<file path="src/rtl/mc_ctrl_pkg.sv">
// Shared encodings for the multicycle controller: states, opcodes/functs,
// ALU operation codes and the decoded instruction descriptor.
package mc_ctrl_pkg;

    typedef enum logic [3:0] {
        FETCH = 4'd0,
        DCD   = 4'd1,
        MA    = 4'd2,
        MR    = 4'd3,
        MWB   = 4'd4,
        MW    = 4'd5,
        EXE   = 4'd6,
        AWB   = 4'd7,
        BR    = 4'd8,
        JMP   = 4'd9,
        JAL   = 4'd10,
        JR    = 4'd11
    } state_t;

    localparam logic [5:0] OP_RTYPE = 6'h00;
    localparam logic [5:0] OP_J     = 6'h02;
    localparam logic [5:0] OP_JAL   = 6'h03;
    localparam logic [5:0] OP_BEQ   = 6'h04;
    localparam logic [5:0] OP_BNE   = 6'h05;
    localparam logic [5:0] OP_ADDIU = 6'h09;
    localparam logic [5:0] OP_ORI   = 6'h0D;
    localparam logic [5:0] OP_LUI   = 6'h0F;
    localparam logic [5:0] OP_LB    = 6'h20;
    localparam logic [5:0] OP_LW    = 6'h23;
    localparam logic [5:0] OP_SB    = 6'h28;
    localparam logic [5:0] OP_SW    = 6'h2B;

    localparam logic [5:0] FN_JR    = 6'h08;
    localparam logic [5:0] FN_ADDU  = 6'h21;
    localparam logic [5:0] FN_SUBU  = 6'h23;
    localparam logic [5:0] FN_AND   = 6'h24;
    localparam logic [5:0] FN_OR    = 6'h25;
    localparam logic [5:0] FN_SLT   = 6'h2A;

    localparam logic [3:0] ALU_ADD = 4'd0;
    localparam logic [3:0] ALU_SUB = 4'd1;
    localparam logic [3:0] ALU_AND = 4'd2;
    localparam logic [3:0] ALU_OR  = 4'd3;
    localparam logic [3:0] ALU_SLT = 4'd4;
    localparam logic [3:0] ALU_LUI = 4'd5;

    localparam logic [7:0] WHB_NONE = 8'h00;
    localparam logic [7:0] WHB_WORD = 8'h01;
    localparam logic [7:0] WHB_BYTE = 8'h04;

    typedef enum logic [3:0] {
        CL_NOP, CL_LOAD, CL_STORE, CL_RALU, CL_IALU,
        CL_BRANCH, CL_J, CL_JAL, CL_JR
    } iclass_t;

    typedef struct packed {
        iclass_t    cls;
        logic [3:0] alu_op;
        logic       byte_acc;
        logic       is_bne;
        logic       is_slt;
        logic       ext_op;
    } dec_t;

endpackage

</file>
<file path="src/rtl/mc_ctrl_if.sv">
// Controller <-> datapath bundle: IR contents and ALU flags in, control strobes out.
interface mc_ctrl_if;
    import mc_ctrl_pkg::*;

    logic [31:0] Im;
    logic [2:0]  Zero;
    logic        PCWr, IRWr, RegWr, MemWr, ExtOp, ALUSelA, ALUSelB;
    logic [1:0]  NPCOp, WDSel, RegDst;
    logic [3:0]  ALUOp;
    logic [7:0]  whb;
    logic [3:0]  state;

    modport master (
        input  Im, Zero,
        output PCWr, IRWr, RegWr, MemWr, ExtOp, ALUSelA, ALUSelB,
        output NPCOp, WDSel, RegDst, ALUOp, whb, state
    );

    modport slave (
        output Im, Zero,
        input  PCWr, IRWr, RegWr, MemWr, ExtOp, ALUSelA, ALUSelB,
        input  NPCOp, WDSel, RegDst, ALUOp, whb, state
    );
endinterface

</file>
<file path="src/rtl/mc_decode.sv">
// Classifies the IR word into an instruction class plus the few attributes
// the FSM needs; anything unrecognised decodes to CL_NOP.
module mc_decode
    import mc_ctrl_pkg::*;
(
    input  logic [31:0] im,
    output dec_t        dec
);
    logic [5:0] op, fn;
    logic       unused_im;

    assign op        = im[31:26];
    assign fn        = im[5:0];
    assign unused_im = ^im[25:6];

    always_comb begin
        dec        = '0;
        dec.cls    = CL_NOP;
        dec.alu_op = ALU_ADD;
        case (op)
            OP_RTYPE: begin
                dec.cls = CL_RALU;
                case (fn)
                    FN_ADDU: dec.alu_op = ALU_ADD;
                    FN_SUBU: dec.alu_op = ALU_SUB;
                    FN_AND:  dec.alu_op = ALU_AND;
                    FN_OR:   dec.alu_op = ALU_OR;
                    FN_SLT:  begin dec.alu_op = ALU_SLT; dec.is_slt = 1'b1; end
                    FN_JR:   dec.cls = CL_JR;
                    default: dec.cls = CL_NOP;
                endcase
            end
            OP_ADDIU: begin dec.cls = CL_IALU; dec.alu_op = ALU_ADD; dec.ext_op = 1'b1; end
            OP_ORI:   begin dec.cls = CL_IALU; dec.alu_op = ALU_OR;  end
            OP_LUI:   begin dec.cls = CL_IALU; dec.alu_op = ALU_LUI; end
            OP_LW:    dec.cls = CL_LOAD;
            OP_LB:    begin dec.cls = CL_LOAD;  dec.byte_acc = 1'b1; end
            OP_SW:    dec.cls = CL_STORE;
            OP_SB:    begin dec.cls = CL_STORE; dec.byte_acc = 1'b1; end
            OP_BEQ:   dec.cls = CL_BRANCH;
            OP_BNE:   begin dec.cls = CL_BRANCH; dec.is_bne = 1'b1; end
            OP_J:     dec.cls = CL_J;
            OP_JAL:   dec.cls = CL_JAL;
            default:  dec.cls = CL_NOP;
        endcase
    end
endmodule

</file>
<file path="src/rtl/mc_ctrl.sv">
// Multicycle MIPS-subset controller: state register plus a combinational
// decode of (state, IR) into datapath strobes. Outputs are held at 0 during reset.
module mc_ctrl
    import mc_ctrl_pkg::*;
(
    input  logic     clk,
    input  logic     reset,
    mc_ctrl_if.master bus
);
    state_t     state_q, state_d;
    dec_t       dec;
    logic       pcwr, irwr, regwr, memwr, extop, alusel_b;
    logic [1:0] npcop, wdsel, regdst;
    logic [3:0] aluop;
    logic [7:0] whb;
    logic [7:0] whb_acc;
    logic       unused_zero;

    mc_decode u_decode (.im(bus.Im), .dec(dec));

    assign whb_acc     = dec.byte_acc ? WHB_BYTE : WHB_WORD;
    assign unused_zero = ^bus.Zero[2:1];

    always_ff @(posedge clk or posedge reset) begin
        if (reset) state_q <= FETCH;
        else       state_q <= state_d;
    end

    always_comb begin
        state_d  = FETCH;
        pcwr     = 1'b0;
        irwr     = 1'b0;
        regwr    = 1'b0;
        memwr    = 1'b0;
        extop    = 1'b0;
        alusel_b = 1'b0;
        npcop    = 2'b00;
        wdsel    = 2'b00;
        regdst   = 2'b00;
        aluop    = ALU_ADD;
        whb      = WHB_NONE;
        case (state_q)
            FETCH: begin
                pcwr    = 1'b1;
                irwr    = 1'b1;
                state_d = DCD;
            end
            DCD: begin
                case (dec.cls)
                    CL_LOAD, CL_STORE: state_d = MA;
                    CL_RALU, CL_IALU:  state_d = EXE;
                    CL_BRANCH:         state_d = BR;
                    CL_J:              state_d = JMP;
                    CL_JAL:            state_d = JAL;
                    CL_JR:             state_d = JR;
                    default:           state_d = FETCH;
                endcase
            end
            // Address computation stays asserted through the whole memory access.
            MA, MR, MWB, MW: begin
                alusel_b = 1'b1;
                extop    = 1'b1;
                aluop    = ALU_ADD;
                if (state_q != MA) whb = whb_acc;
                case (state_q)
                    MA:      state_d = (dec.cls == CL_STORE) ? MW : MR;
                    MR:      state_d = MWB;
                    MWB:     begin regwr = 1'b1; wdsel = 2'b01; state_d = FETCH; end
                    default: begin memwr = 1'b1; state_d = FETCH; end
                endcase
            end
            EXE, AWB: begin
                aluop    = dec.alu_op;
                alusel_b = (dec.cls == CL_IALU);
                extop    = dec.ext_op;
                if (state_q == EXE) begin
                    state_d = AWB;
                end else begin
                    regwr   = 1'b1;
                    regdst  = (dec.cls == CL_RALU) ? 2'b01 : 2'b00;
                    wdsel   = dec.is_slt ? 2'b11 : 2'b00;
                    state_d = FETCH;
                end
            end
            BR: begin
                aluop = ALU_SUB;
                npcop = 2'b01;
                pcwr  = bus.Zero[0] ^ dec.is_bne;
            end
            JMP: begin
                pcwr  = 1'b1;
                npcop = 2'b10;
            end
            JAL: begin
                pcwr   = 1'b1;
                npcop  = 2'b10;
                regwr  = 1'b1;
                regdst = 2'b10;
                wdsel  = 2'b10;
            end
            JR: begin
                pcwr  = 1'b1;
                npcop = 2'b11;
            end
            default: state_d = FETCH;
        endcase
    end

    assign bus.PCWr    = pcwr     & ~reset;
    assign bus.IRWr    = irwr     & ~reset;
    assign bus.RegWr   = regwr    & ~reset;
    assign bus.MemWr   = memwr    & ~reset;
    assign bus.ExtOp   = extop    & ~reset;
    assign bus.ALUSelB = alusel_b & ~reset;
    assign bus.ALUSelA = 1'b0;
    assign bus.NPCOp   = reset ? 2'b00    : npcop;
    assign bus.WDSel   = reset ? 2'b00    : wdsel;
    assign bus.RegDst  = reset ? 2'b00    : regdst;
    assign bus.ALUOp   = reset ? ALU_ADD  : aluop;
    assign bus.whb     = reset ? WHB_NONE : whb;
    assign bus.state   = reset ? FETCH    : state_q;
endmodule

</file>
<file path="src/flat_wrapper.sv">
// flat-port wrapper written by rule: the top's interface ports become plain ports
module mc_ctrl_flat import mc_ctrl_pkg::*;
  (clk, reset, bus_Im, bus_Zero, bus_PCWr, bus_IRWr, bus_RegWr, bus_MemWr, bus_ExtOp, bus_ALUSelA, bus_ALUSelB, bus_NPCOp, bus_WDSel, bus_RegDst, bus_ALUOp, bus_whb, bus_state);
  mc_ctrl_if bus_i ();
  input  logic clk;
  input  logic reset;
  input wire logic [$bits(bus_i.Im)-1:0] bus_Im;
  input wire logic [$bits(bus_i.Zero)-1:0] bus_Zero;
  output wire logic [$bits(bus_i.PCWr)-1:0] bus_PCWr;
  output wire logic [$bits(bus_i.IRWr)-1:0] bus_IRWr;
  output wire logic [$bits(bus_i.RegWr)-1:0] bus_RegWr;
  output wire logic [$bits(bus_i.MemWr)-1:0] bus_MemWr;
  output wire logic [$bits(bus_i.ExtOp)-1:0] bus_ExtOp;
  output wire logic [$bits(bus_i.ALUSelA)-1:0] bus_ALUSelA;
  output wire logic [$bits(bus_i.ALUSelB)-1:0] bus_ALUSelB;
  output wire logic [$bits(bus_i.NPCOp)-1:0] bus_NPCOp;
  output wire logic [$bits(bus_i.WDSel)-1:0] bus_WDSel;
  output wire logic [$bits(bus_i.RegDst)-1:0] bus_RegDst;
  output wire logic [$bits(bus_i.ALUOp)-1:0] bus_ALUOp;
  output wire logic [$bits(bus_i.whb)-1:0] bus_whb;
  output wire logic [$bits(bus_i.state)-1:0] bus_state;
  assign bus_i.Im = bus_Im;
  assign bus_i.Zero = bus_Zero;
  assign bus_PCWr = bus_i.PCWr;
  assign bus_IRWr = bus_i.IRWr;
  assign bus_RegWr = bus_i.RegWr;
  assign bus_MemWr = bus_i.MemWr;
  assign bus_ExtOp = bus_i.ExtOp;
  assign bus_ALUSelA = bus_i.ALUSelA;
  assign bus_ALUSelB = bus_i.ALUSelB;
  assign bus_NPCOp = bus_i.NPCOp;
  assign bus_WDSel = bus_i.WDSel;
  assign bus_RegDst = bus_i.RegDst;
  assign bus_ALUOp = bus_i.ALUOp;
  assign bus_whb = bus_i.whb;
  assign bus_state = bus_i.state;
  mc_ctrl u_core (.clk(clk), .reset(reset), .bus(bus_i));
endmodule
</file>
<file path="config.mk">
export PLATFORM = sky130hd
export DESIGN_NAME = mc_ctrl_flat
export DESIGN_NICKNAME = d
export VERILOG_FILES = /design/src/rtl/mc_ctrl_pkg.sv /design/src/rtl/mc_ctrl_if.sv /design/src/rtl/mc_decode.sv /design/src/rtl/mc_ctrl.sv /design/src/flat_wrapper.sv
export SDC_FILE = /design/constraint.sdc
export NUM_CORES = 1
export LEC_CHECK = 0
export ABC_AREA = 1
export CORE_MARGIN = 8
export CORE_UTILIZATION = 36
export DETAILED_ROUTE_END_ITERATION = 8
export PLACE_DENSITY = 0.8
export SLEW_MARGIN = 20
export SYNTH_ARGS = -nofsm -noshare
export SYNTH_HDL_FRONTEND = slang
export SYNTH_HIERARCHICAL = 1
export SYNTH_SLANG_ARGS = --single-unit
</file>
<file path="constraint.sdc">
create_clock -name clk -period 2.3 [get_ports clk]
set_input_delay 0.46 -clock clk [delete_from_list [all_inputs] [get_ports clk]]
set_output_delay 0.46 -clock clk [all_outputs]
set_load 0.05 [all_outputs]
</file>
==> results.tsv <==
metric	value	unit
VDD IR max	0.836	mV
post-route clock period utilization	0.989	
crit path time final	2.28	ns
f_max	440	MHz
Worst Path Required	1.84	ns
Synth cell types	27	
Fin. Hold Viols	0	
xor/xnor share of the synthesized area	0.00867	
CP endpoint kind	output port	
DP Wirelength	2.64	mm
CP Cell Sequence	buf_2 > nor2_2 > nand3_2 > nand3_2 > nand2_4 > nand3_4 > inv_2 > ha_4 > nand3_4 > nor2_4 > nor2_2 > nor2_2 > buf_12	
First-pass DRT Iterations	4	
combinational family with the most area after synthesis	simple AND/OR/NAND/NOR gates	
Tot Pwr	1190	µW
Tot GR Track Use	0.148	
Die Ht	69.0	µm
# nets final	298	
post-synthesis mux area share	0	
cell family with most CP delay	simple AND/OR/NAND/NOR gates	
initial antenna violation count	0	
Horiz. Die Dim	69.0	µm
clock-pin slew on the worst setup and hold paths	0.04	ns
later-pin clock latency in the skew report	0.24	ns
CTS buffer count	3	
Top reg by flops	u_core/state_q	
PortBufs	35	
share of post-route cells with drive strength above 1	0.490	
Power Density	611	mW/mm²
CP max stage cell	nor2_2	
Final ANT Viol Nets	0	
Root Buffer	clkbuf_4	
Seq/Total Area, Yosys	0.0991	
Setup CP Type	in -> out	
CP Buf/Inv Count	3	
max FFs per register	4	
Clock Skews	0.00379	ns
pin count of the biggest net entering global routing	11	
Final Worst Setup Slack	0.0249	ns
clk buf depth	2	
Synth Area in Adders	0.0496	
Slew Viols, Final	0	
final estimated routing congestion in global placement	0.871	
DRT iter0 DRCs	61	
CP Launch Type	input port	
Post-Synthesis Cell Area	0.00101	mm²
post-synthesis compound-gate area fraction	0.0768	
Setup-failing EPs final	0	
first-pass GRT wire length	5.56	mm
HP Class	in -> async	
placed cell count	271	
vias in the first global route	1319	
Die Area	0.00476	mm²
most used cell, CP	nor2_2	
RSZ-0062 raised after global routing	yes	
Initial Util	0.373	
worst-path fanout max	3	
CP max stage delay	0.18	ns
dpl ws	-0.476	ns
Overflow after GRT	0	
CTS tree	done	
Avg Inst Size Synth	5.43	µm²
status	finished, final reports clean	
Site Rows	19	
hold slack	0.578	ns
Post-Syn Instances	186	
Area Growth Syn to Fin	93.4	%
I/O pin cnt	66	
TNS Setup	0	ns
Seq cells post-synth	4	
clock sinks	4	
ANT cells	0	
Leak	0.00106	µW
top_reg_cell synth	dfrtp_1	
Post-synth EDFFs	0	
Yosys warning count	6	
DR DRC count	0	
max-cap violations	0	
Async SR Flop Fraction	1.00	
WL final	3.80	mm
average vias per placed instance	5.01	
Regs by FF count	u_core/state_q x4	
post-route insts no fill	286	
wire per inst	13.3	µm
core region area	0.00271	mm²
Data arrival, critical path	1.82	ns
vias	1432	
Synth Area in Simple Gates	0.575	
CTS H-tree depth	1	
synthesized netlist by cell type (2+ instances only):
library cell | number | area (µm²)
nor3_1 | 2 | 10.0
dfrtp_1 | 4 | 100
buf_4 | 8 | 60.1
inv_1 | 27 | 101
and3_1 | 4 | 25.0
nor2_1 | 31 | 116
o21ai_0 | 3 | 15.0
nand2_1 | 44 | 165
nand4_1 | 3 | 18.8
nand3_2 | 3 | 30.0
o21ai_2 | 2 | 17.5
nor2_4 | 3 | 33.8
nand2_2 | 4 | 25.0
nor2_2 | 4 | 25.0
conb_1 | 2 | 7.51
a21oi_1 | 6 | 30.0
ha_1 | 4 | 50.1
inv_2 | 5 | 18.8
nand3_1 | 19 | 95.1
power breakdown:
group / total (µW) / switching (µW) / internal, µW
Sequential: 133 / 36.5 / 96.2
Clock: 90.3 / 31.7 / 58.6
Combinational: 971 / 600 / 371
layout make-up:
type / instances / area, µm²
Multi-Input combinational cell: 147 / 888
Timing Repair Buffer: 69 / 773
Fill cell: 207 / 757
Inverter: 32 / 130
Sequential cell: 4 / 100
Tap cell: 31 / 38.8
Clock buffer: 3 / 22.5
repair_timing:
| action | CTS | global route |
|---|---|---|
| pin swaps | 10 | 16 |
| resized for setup | 69 | 28 |
| endpoints found under the hold margin | 0 | 0 |
| setup endpoints to repair | 11 | 2 |
| buffers inserted | 7 | 5 |
| hold buffers | 0 | 0 |
worst reg2reg max path, stage by stage (launching register included):
cell     delay (ns)
dfrtp_1        0.42
inv_1          0.17
nand2_1        0.11
nor2_2         0.19
nand2_1        0.07
a21oi_1        0.12
kinds of logic (layout without fill, tap and decap cells):
group,Yosys count,count (layout)
AOI/OAI and AO/OA,13,13
xor gates and xnor gates,1,1
adders and majority gates,4,4
buffers and inverters,41,104
DFF,4,4
other,2,8
and+or+nand+nor,121,121
cell usage in the layout (no fill, tap or decap):
cell             netlist  layout
nor2_2                 4      10
o21ai_2                2       2
conb_1                 2       8
nand2_1               44      39
buf_12                 0      21
nor2_1                31      22
clkbuf_4               0       3
buf_2                  1       8
nand2_4                0       2
clkdlybuf4s50_1        0       2
nor4_1                 1       1
nand4_1                3       3
or2_2                  1       1
o22ai_1                1       1
buf_4                  8      36
inv_1                 27      19
xnor2_1                1       1
nor3_1                 2       1
ha_1                   4       3
a21oi_1                6       6
a21oi_2                1       1
ha_4                   0       1
and3_1                 4       4
dfrtp_1                4       4
nand2_2                4       7
nand3_4                0       3
nand3_1               19      12
nand3b_1               1       1
nor3_4                 1       2
nor2_4                 3       6
inv_4                  0       4
buf_6                  0       2
nand3_2                3       7
inv_2                  5       9
o21ai_0                3       3
metrics by stage:
stage                util  instance area [µm²]
floorplan               -                 1040
global placement    0.642                 1740
detailed placement  0.642                 1740
CTS                 0.671                 1820
global route        0.721                 1950
finish              0.721                 1950
final timing paths:
kind / endpoint / from / depth (start not counted) / slack [ns]
min in group clk: u_core/state_q[0] / u_core/state_q[3] / 3 / 0.75
worst max-delay path: bus_ALUSelB / bus_Im[3] / 13 / 0.02
worst min register to register: u_core/state_q[0] / u_core/state_q[3] / 3 / 0.75
max in group asynchronous: u_core/state_q[3] / reset / 3 / 1.60
worst max register to register: u_core/state_q[3] / u_core/state_q[1] / 5 / 1.14
worst min-delay path: u_core/state_q[1] / reset / 3 / 0.58
metal layers:
layer | wire [µm] | track usage | up-vias
li1 | - | - | 706
met3 | 322 | 0.0404 | 8
met5 | 0 | 0 | -
met1 | 1430 | 0.158 | 645
met2 | 1970 | 0.278 | 73
met4 | 70 | 0.0351 | 0
Power figures use the tool's default switching activity.
==> RTL change (config.mk and constraints unchanged) <==
Reset style: synchronous (`reset`), changed in one clocked block.
--- a/src/rtl/mc_ctrl.sv
+++ b/src/rtl/mc_ctrl.sv
@@ -22,5 +22,5 @@
     assign unused_zero = ^bus.Zero[2:1];
 
-    always_ff @(posedge clk or posedge reset) begin
+    always_ff @(posedge clk) begin
         if (reset) state_q <= FETCH;
         else       state_q <= state_d;
Function: same outputs for any inputs over 10 cycles, from zero or initial values and one cycle with reset high; that may be too few to reach the edited logic, so the function may still have changed.
==> RTL change against the unedited design <==
The flow now finishes with violations (negative setup slack). Die area rose by 1.4%. Final cell count increased by 4.2%. Final area grew 9.0%. Worst setup slack worse by 0.16 ns. Worst hold slack better by 0.12 ns. Sequential share of layout area is 1.4 points lower. Utilization rose by 5.8 points. Area after synthesis increased by 1.9%. Sequential cell count is the same. Routed wire length grew 19%. Critical path type unchanged. Highest routed layer unchanged.
Power is not compared: it rests on default switching activity, and its combinational part moved more than twofold at a synthesized area within 25%.
==> RTL change: results (changes against the unedited design) <==
result of the run finished, violations left; failing checks negative setup slack; first-pass GRT wire length 6310 microns (+13%); maximum number of pins on one net before global-route repair 15 (+4); dominant register cell in the synthesized netlist dfxtp_1; number of vias per cell after detailed routing 5.14 (+2.7%); FF-to-FF setup slack 1.11 ns (-0.03 ns); Worst Setup SP bus_Im[1]; worst reg2reg endpoint u_core/state_q[1]$_SDFF_PP0_; Worst path max stage delay 0.20 ns (+0.02 ns); via count of the first global-routing pass 1,439 (+9.1%); launch instance of the worst register-to-register path u_core/state_q[0]$_SDFF_PP0_; global placement routability congestion 0.899 (+3.2%); Adder-Cell Fraction of Synth Area 4.87% (-0.090 points); post-route clock skew 0.00190 ns (-0.00190 ns); post-detailed-placement cell area 1800 sq um (+3.4%); count of endpoints failing setup in the final report 3 (+3); most frequent cells after synthesis 38 x nand2_1, 31 x nor2_1, 27 x inv_1, 20 x nand3_1, 11 x inv_2; Seq/Total Area, Yosys 7.79% (-2.1 points); proportion of layout cells with a drive suffix above 1 56.6% (+7.5 points); total half-perimeter wirelength after legalization and detailed placement 2700 microns (+2.4%); worst setup margin -0.135 ns (-0.160 ns); Total Neg Setup Slack -0.296 ns (-0.296 ns); Worst Hold Slack 0.700 ns (+0.122 ns); All-Layer GR Usage 14.9% (+0.16 points); cell count of the worst reg-to-reg path 7 (+2); net total in the final layout 310 (+4.0%); standard cell with the maximum stage delay on the critical path nor2_1
[RTL change: changes by cell type after synthesis, sizes merged, moves of 2 or more]
cell / change
inv: +6
a21oi: -4
dfrtp: -4
nand3: +2
nor2: +3
and3: -3
nand2: -3
dfxtp: +4
[RTL change: repair_timing]
item / 4_1_cts / 5_1_grt
endpoints found under the setup margin: 11 / 6
setup buffers: 13 / 3
pin swaps: 14 / 21
resized for setup: 66 / 54
[RTL change: through the flow]
| step | instances | setup slack, ns |
|---|---|---|
| CTS | 295 | -0.0206 |
| global route | 298 | -0.160 |
| global placement | 279 | -0.459 |
| floorplan | 195 | 0.0206 |
| detailed placement | 279 | -0.503 |
| finish | 298 | -0.135 |
[RTL change: power breakdown]
group / total [mW] / leakage, nW / internal [mW] / switching [mW]
clock network: 0.0872 / 0.0138 / 0.0584 / 0.0288
registers: 0.0804 / 0.0326 / 0.0738 / 0.00666
logic: 0.323 / 1.01 / 0.128 / 0.195
[RTL change: layer usage]
metal	wire length (microns)	track usage, %
met1	1710	15.2
met2	2380	28.0
met3	307	4.01
met4	109	5.69
met5	0	0
[RTL change: layout make-up]
class / instances / area, sq um
flip-flops and latches: 4 / 80.1
inverters: 38 / 163
well taps: 31 / 38.8
clock buffers: 3 / 22.5
repair buffers: 78 / 872
fillers: 169 / 606
multi-input cells: 144 / 952
[RTL change: how the worst max path moves through the flow]
stage | to | cells past startpoint
6_report | bus_ALUSelB | 13
5_1_grt | bus_ALUSelB | 14
4_1_cts | bus_ALUSelB | 13
3_5_place_dp | bus_ALUSelB | 14
3_3_place_gp | bus_ALUSelB | 13
2_1_floorplan | bus_WDSel[0] | 7
[RTL change: worst min-delay path, stage by stage, from the launching register on]
cell and delay [ns]:
dfxtp_1 0.42, o21ai_0 0.12, inv_1 0.06, a21oi_1 0.05
